===== config.mk =====
export PLATFORM = sky130hd
export DESIGN_NAME = generic_spi_responder
export DESIGN_NICKNAME = d
export VERILOG_FILES = /design/src/rtl/generic_spi_responder.sv
export SDC_FILE = /design/constraint.sdc
export NUM_CORES = 1
export LEC_CHECK = 0
export ABC_AREA = 1
export BUFFER_PORTS_ARGS = -buffer_cell sky130_fd_sc_hd__buf_2
export CAP_MARGIN = 25
export CORE_UTILIZATION = 40
export DETAILED_ROUTE_END_ITERATION = 8
export GPL_ROUTABILITY_DRIVEN = 0
export REMOVE_ABC_BUFFERS = 1
export SETUP_SLACK_MARGIN = 0.02
export SKIP_LAST_GASP = 1
export SLEW_MARGIN = 10
export SYNTH_ARGS = -nofsm -noshare
export SYNTH_HDL_FRONTEND = slang
export SYNTH_SLANG_ARGS = --single-unit
export TNS_END_PERCENT = 20

===== constraint.sdc =====
create_clock -name clk -period 1.65 [get_ports clk]
set_input_delay 0.165 -clock clk [delete_from_list [all_inputs] [get_ports clk]]
set_output_delay 0.165 -clock clk [all_outputs]
set_load 0.01 [all_outputs]

===== src/rtl/generic_spi_responder.sv =====
`timescale 1ns / 1ps
// generic_spi_responder
//   SPI responder behind a single chip select. The SPI pins are oversampled on
//   clk and 16- or 24-bit frames are decoded into register write strobes.
//   Read data is pipelined: the word shifted out during a frame is the
//   register addressed by the previous completed frame.
//
// Ports
//   clk, rst_n        system clock, asynchronous active-low reset
//   cpol, cpha        SPI mode (latched at frame start)
//   lsbFirst          1: word bit 0 goes on the wire first (latched)
//   largeTransfer     1: 24-bit frame, 0: 16-bit frame (latched)
//   SPI_CLK/CSB/SDI   asynchronous SPI inputs
//   SPI_SDO           responder data out, 0 when idle
//   sdoEnable         pad output enable, high while a frame is active
//   regAddr           address of the last completed frame (also read address)
//   regWrData         write data of the last completed write frame
//   regWrStrobe       one-cycle write pulse
//   regRdData         register contents at regAddr, sampled at frame start
//   frameError        one-cycle pulse when a frame ends with the wrong bit count
//   busy              high while a frame is in progress
module generic_spi_responder #(
    parameter int unsigned CLK_RATE   = 100000000,
    parameter int unsigned BIT_RATE   = 12500000,
    parameter int unsigned ADDR_WIDTH = 7
) (
    input  logic                  clk,
    input  logic                  rst_n,
    input  logic                  cpol,
    input  logic                  cpha,
    input  logic                  lsbFirst,
    input  logic                  largeTransfer,
    input  logic                  SPI_CLK,
    input  logic                  SPI_CSB,
    input  logic                  SPI_SDI,
    output logic                  SPI_SDO,
    output logic                  sdoEnable,
    output logic [ADDR_WIDTH-1:0] regAddr,
    output logic [15:0]           regWrData,
    output logic                  regWrStrobe,
    input  logic [15:0]           regRdData,
    output logic                  frameError,
    output logic                  busy
);

    // Oversampling needs at least 8 system clocks per SPI bit.
    if (64'(CLK_RATE) < 64'(BIT_RATE) * 64'd8) begin : g_rate_check
        $error("generic_spi_responder: CLK_RATE must be >= 8*BIT_RATE");
    end
    // The frame layout hard-codes a 7-bit address field.
    if (ADDR_WIDTH != 7) begin : g_addr_check
        $error("generic_spi_responder: ADDR_WIDTH must be 7");
    end

    typedef enum logic [1:0] {StIdle, StLoad, StShift, StDone} state_t;

    state_t      state_q;
    logic [1:0]  sclk_sync_q, csb_sync_q, sdi_sync_q;
    logic        sclk_prev_q, csb_prev_q;
    logic        armed_q;
    logic        cpol_q, cpha_q, lsb_q, large_q;
    logic [4:0]  bit_cnt_q;
    logic [23:0] tx_q, rx_q;

    logic        sclk_s, csb_s, sdi_s;
    logic        sclk_rise, sclk_fall, csb_rise, csb_fall;
    logic        lead_edge, trail_edge, sample_edge, shift_edge;
    logic [4:0]  frame_bits;
    logic        in_frame;
    logic [23:0] tx_load, tx_rest, tx_next, rx_next, word;
    logic        tx_first, tx_head;
    logic        dec_read;
    logic [ADDR_WIDTH-1:0] dec_addr;
    logic [15:0] dec_wdata;

    always_comb begin
        sclk_s    = sclk_sync_q[1];
        csb_s     = csb_sync_q[1];
        sdi_s     = sdi_sync_q[1];
        sclk_rise = sclk_s & ~sclk_prev_q;
        sclk_fall = ~sclk_s & sclk_prev_q;
        csb_rise  = csb_s & ~csb_prev_q;
        csb_fall  = ~csb_s & csb_prev_q;

        lead_edge   = cpol_q ? sclk_fall : sclk_rise;
        trail_edge  = cpol_q ? sclk_rise : sclk_fall;
        sample_edge = cpha_q ? trail_edge : lead_edge;
        // With cpha=1 the first leading edge (no samples yet) keeps bit 0 on the wire.
        shift_edge  = cpha_q ? (lead_edge && (bit_cnt_q != 5'd0)) : trail_edge;

        frame_bits = large_q ? 5'd24 : 5'd16;
        in_frame   = bit_cnt_q < frame_bits;

        // TX shifter holds the bits still to be sent; its head moves toward the
        // wire end (bit 23 for MSB-first, bit 0 for LSB-first).
        tx_load  = (lsb_q || large_q) ? {8'h00, regRdData} : {regRdData, 8'h00};
        tx_first = lsb_q ? tx_load[0] : tx_load[23];
        tx_rest  = lsb_q ? (tx_load >> 1) : (tx_load << 1);
        tx_head  = lsb_q ? tx_q[0] : tx_q[23];
        tx_next  = lsb_q ? (tx_q >> 1) : (tx_q << 1);

        rx_next = lsb_q ? {sdi_s, rx_q[23:1]} : {rx_q[22:0], sdi_s};

        // LSB-first 16-bit frames end up in the upper part of the RX shifter.
        if (large_q) begin
            word = rx_q;
        end else if (lsb_q) begin
            word = {8'h00, rx_q[23:8]};
        end else begin
            word = {8'h00, rx_q[15:0]};
        end
        dec_read  = large_q ? word[23] : word[15];
        dec_addr  = large_q ? word[22:16] : word[14:8];
        dec_wdata = large_q ? word[15:0] : {8'h00, word[7:0]};
    end

    always_ff @(posedge clk or negedge rst_n) begin
        if (!rst_n) begin
            state_q     <= StIdle;
            sclk_sync_q <= '0;
            csb_sync_q  <= '0;
            sdi_sync_q  <= '0;
            sclk_prev_q <= 1'b0;
            csb_prev_q  <= 1'b0;
            armed_q     <= 1'b0;
            cpol_q      <= 1'b0;
            cpha_q      <= 1'b0;
            lsb_q       <= 1'b0;
            large_q     <= 1'b0;
            bit_cnt_q   <= '0;
            tx_q        <= '0;
            rx_q        <= '0;
            SPI_SDO     <= 1'b0;
            sdoEnable   <= 1'b0;
            regAddr     <= '0;
            regWrData   <= '0;
            regWrStrobe <= 1'b0;
            frameError  <= 1'b0;
            busy        <= 1'b0;
        end else begin
            sclk_sync_q <= {sclk_sync_q[0], SPI_CLK};
            csb_sync_q  <= {csb_sync_q[0], SPI_CSB};
            sdi_sync_q  <= {sdi_sync_q[0], SPI_SDI};
            sclk_prev_q <= sclk_s;
            csb_prev_q  <= csb_s;
            regWrStrobe <= 1'b0;
            frameError  <= 1'b0;
            // A reset taken while selected leaves armed low until CSB is seen high,
            // so the tail of the interrupted frame is ignored.
            if (csb_s) begin
                armed_q <= 1'b1;
            end

            case (state_q)
                StIdle: begin
                    SPI_SDO <= 1'b0;
                    if (csb_fall && armed_q) begin
                        cpol_q  <= cpol;
                        cpha_q  <= cpha;
                        lsb_q   <= lsbFirst;
                        large_q <= largeTransfer;
                        state_q <= StLoad;
                    end
                end
                StLoad: begin
                    SPI_SDO   <= tx_first;
                    tx_q      <= tx_rest;
                    rx_q      <= '0;
                    bit_cnt_q <= '0;
                    sdoEnable <= 1'b1;
                    busy      <= 1'b1;
                    state_q   <= csb_rise ? StDone : StShift;
                end
                StShift: begin
                    // A CSB rise takes priority over any SPI clock edge in the same cycle.
                    if (csb_rise) begin
                        state_q <= StDone;
                    end else begin
                        if (sample_edge) begin
                            if (in_frame) begin
                                rx_q <= rx_next;
                            end
                            if (bit_cnt_q != 5'd31) begin
                                bit_cnt_q <= bit_cnt_q + 5'd1;
                            end
                        end
                        if (shift_edge && in_frame) begin
                            SPI_SDO <= tx_head;
                            tx_q    <= tx_next;
                        end
                    end
                end
                StDone: begin
                    if (bit_cnt_q == frame_bits) begin
                        regAddr <= dec_addr;
                        if (!dec_read) begin
                            regWrData   <= dec_wdata;
                            regWrStrobe <= 1'b1;
                        end
                    end else begin
                        frameError <= 1'b1;
                    end
                    SPI_SDO   <= 1'b0;
                    sdoEnable <= 1'b0;
                    busy      <= 1'b0;
                    state_q   <= StIdle;
                end
                default: state_q <= StIdle;
            endcase
        end
    end

endmodule


==> results.toml <==
[status]
outcome = "completed"

[drt]
post_drt_wl_per_cell_um = 14.84
route.antenna.remaining_nets = 0
vias = 4691
detailedRoute.firstIterationViolations = 298
post_drt_via_cell_ratio = 5.271
wl_mm = 13.21
router_iterations_before_antenna_repair = 7
detailed_route_drc_error_count = 0

[power]
p_int_uw = 5897
comb_power_share = 0.508
sequential_power_share = 0.300
sw_frac_of_total = 0.4295
pwr-share-clk = 0.192
power.leakage_uw = 0.003021
power-per-cell-area_nw_per_um2 = 1663
maximum_vdd_ir_drop_mv = 1.233
power.switching_uw = 4439

[final_layout]
fraction_of_final_layout_cells_with_drive_strength_greater_than_1 = 0.2022
layout.cells.most_common_list = "nand2_1, dfrtp_1, o21ai_0, nand3_1, inv_1"
insertedDiodeCount = 0
final-instance-count-excl-fill = 890
final_nets = 750
num-fill-cells = 1230
utilization = 0.5110
syn_to_final_growth_pct = 23.10
final_common_cell = "nand2_1"
final_design_area_no_fill_um2 = 6215

[placed_design]
io_buffer_count = 52
place.detailed.hpwl_mm = 9.106
placedInstanceArea_um2 = 5679
placed_cells_incl_taps = 865

[sta]
max_slew.worst_pin.slew_ns = 0.3920
maxSlewHeadroom = 0.7359
timing.final.max_slew_violations = 0
worst_clk_skew_ns = 0.008722
fin_tns_setup_ns = 0
layout_worst_path_cycle_share = 0.9845
rsz_0062_raised_after_global_routing = "true"
worst_slack_on_hold_paths_ns = 0.06864
fmax_mhz = 615.6
timing.final.crit_period_ns = 1.624
finalHoldViolCount = 0
timing.final.setup_violations = 0

[synthesis]
synth-seq-area-share = 0.4709
synth_compound_area_frac = 0.1809
post_synth_inst_count = 648
synth-async-reset-ratio = 1.000
yosys.area_share.xor_xnor = 0.001735
synth_cell_types = 33
post_synth_and_or_nand_nor_area_fraction = 0.2394
synth_enable_flop_cells = 0
synth_flop_cell = "dfrtp_1"
post_synth.cell_area_avg_um2 = 7.791
largest_family_of_logic_cells_by_synthesized_area = "simple AND/OR/NAND/NOR gates"
post_synth_mux_area_share = 0
synth_fa_ha_area_frac = 0.01983
syn-cell-area_um2 = 5049
synth.ff_latch_count = 95
synthesis.yosys.warnings = 0

[critical_path]
endpoint_kind = "flop"
ff2ff_path_depth = 10
worst_ep_required_time_ns = 1.89
worst-setup-path-type = "reg -> reg"
crit_fanout = 12
arrival_ns = 1.86
critical_path.startpoint_type = "flop"

[floorplan]
floorplan_die_area_um2 = 13070
start_util = 0.4151
die_w_um = 114.3
top_level_ports = 53
core_um2 = 12160
num_rows = 40
die_height_um = 114.3

[global_route]
grt_pass1_wl_mm = 21.59
grt_pass1_vias = 4361
grt_max_degree = 54
grt_util_all_layers = 0.2115
antenna_violations_before_repair = 0
grt-ovfl-total = 0

[clocking]
numClockSinks = 95
cts_clock_pin_slew_for_the_worst_setup_and_hold_paths_ns = 0.07
clock_tree.buffer_depth = 2
insertion_delay_ns = 0.35
ctsRootBufferMaster = "clkbuf_16"
clock_tree_from_tritoncts = "yes"
number_of_buffers_created_by_cts = 9
cts_htree_levels = 3

[worst_hold_path]
worst_hold_path.num_cells = 3
min-delay-path-class = "in -> reg"

[flow_run]
max_cap_violation_count = 0
## registers in the layout, indices dropped and copies added (netlist names), 2 cells and up
name	cells
csb_sync_q	2
regWrData	16
sclk_sync_q	2
regAddr	7
sdi_sync_q	2
rx_q	24
state_q	2
tx_q	24
bit_cnt_q	5
## logic make-up after synthesis
group / Yosys count
buf+inv: 102
compound gates: 156
xor+xnor: 1
flops: 95
simple gates: 286
fa+ha+maj: 8
## layout make-up
cell class / instances / area (um^2) / share of cell area
sequential: 95 / 2379 / 0.3827
inverter: 59 / 221.5 / 0.03564
tap: 168 / 210.2 / 0.03382
clock buffer: 13 / 250.2 / 0.04027
clock inverter: 3 / 26.28 / 0.004228
timing repair buffer: 101 / 785.8 / 0.1264
multi-input combinational: 451 / 2342 / 0.3769
## metrics by stage
step | power [uW] | setup WS (ns)
3_3_place_gp | 7911 | 0.03536
3_5_place_dp | 8004 | -0.05772
2_1_floorplan | 5930 | -1.442
4_1_cts | 10060 | -0.007992
6_report | 10340 | 0.02552
5_1_grt | 11150 | -0.07742
## what timing repair did
action / in CTS / in global routing
setup buffers: 2 / 1
pin swaps: 3 / 7
endpoints found under the hold margin: 28 / 0
setup endpoints to repair: 16 / 79
gates resized for setup: 3 / 41
gates cloned: 0 / 2
hold buffers: 4 / 0
## layer usage
| metal | vias up | part of all wire | global-route usage |
|---|---|---|---|
| met5 | - | 0 | 0 |
| met4 | 0 | 0.014 | 0.05714 |
| li1 | 2308 | - | - |
| met2 | 146 | 0.48 | 0.3479 |
| met1 | 2220 | 0.45 | 0.2773 |
| met3 | 17 | 0.048 | 0.05294 |
## critical path, cell delays in order, from the launching register on
cell	delay, ns
dfrtp_1	0.38
inv_2	0.07
ha_4	0.26
inv_2	0.03
nor2_2	0.10
nand3_2	0.09
nor2_4	0.14
nand2_4	0.11
clkbuf_16	0.19
nand2_1	0.07
o31ai_2	0.06
## final timing paths
check	start	endpoint	slack (ns)
worst max register to register	bit_cnt_q[3]$_DFFE_PN0P_	regWrData[10]$_DFFE_PN0P_	0.03
worst max-delay path	bit_cnt_q[3]$_DFFE_PN0P_	regWrData[10]$_DFFE_PN0P_	0.03
max in group asynchronous	rst_n	lsb_q$_DFFE_PN0P_	0.75
min in group asynchronous	rst_n	regWrData[0]$_DFFE_PN0P_	0.27
worst min-delay path	lsbFirst	lsb_q$_DFFE_PN0P_	0.07
worst min register to register	sclk_sync_q[0]$_DFF_PN0_	sclk_sync_q[1]$_DFF_PN0_	0.35
## power groups by stage
stage          logic (uW)  registers (uW)  clock network, uW
6_report             5250            3100               1990
5_1_grt              5880            3140               2130
4_1_cts              4940            3080               2040
3_5_place_dp         4880            3120                  0
3_3_place_gp         4810            3100                  0
2_1_floorplan        2710            3220                  0
## synthesized netlist by cell type (all sizes together), types with 2 or more instances
cell type	number	share of area
nand2	177	0.13
dfrtp	95	0.47
o21ai	88	0.087
nand3	73	0.072
inv	59	0.044
buf	32	0.035
nor2	28	0.023
a21oi	24	0.024
o211ai	21	0.031
clkbuf	11	0.0082
ha	8	0.020
o31ai	8	0.015
o221ai	6	0.010
o32ai	4	0.0069
nand4	3	0.0037
or2	3	0.0037
a31oi	2	0.0025
o22ai	2	0.0025
(Power assumes the default switching activity.)
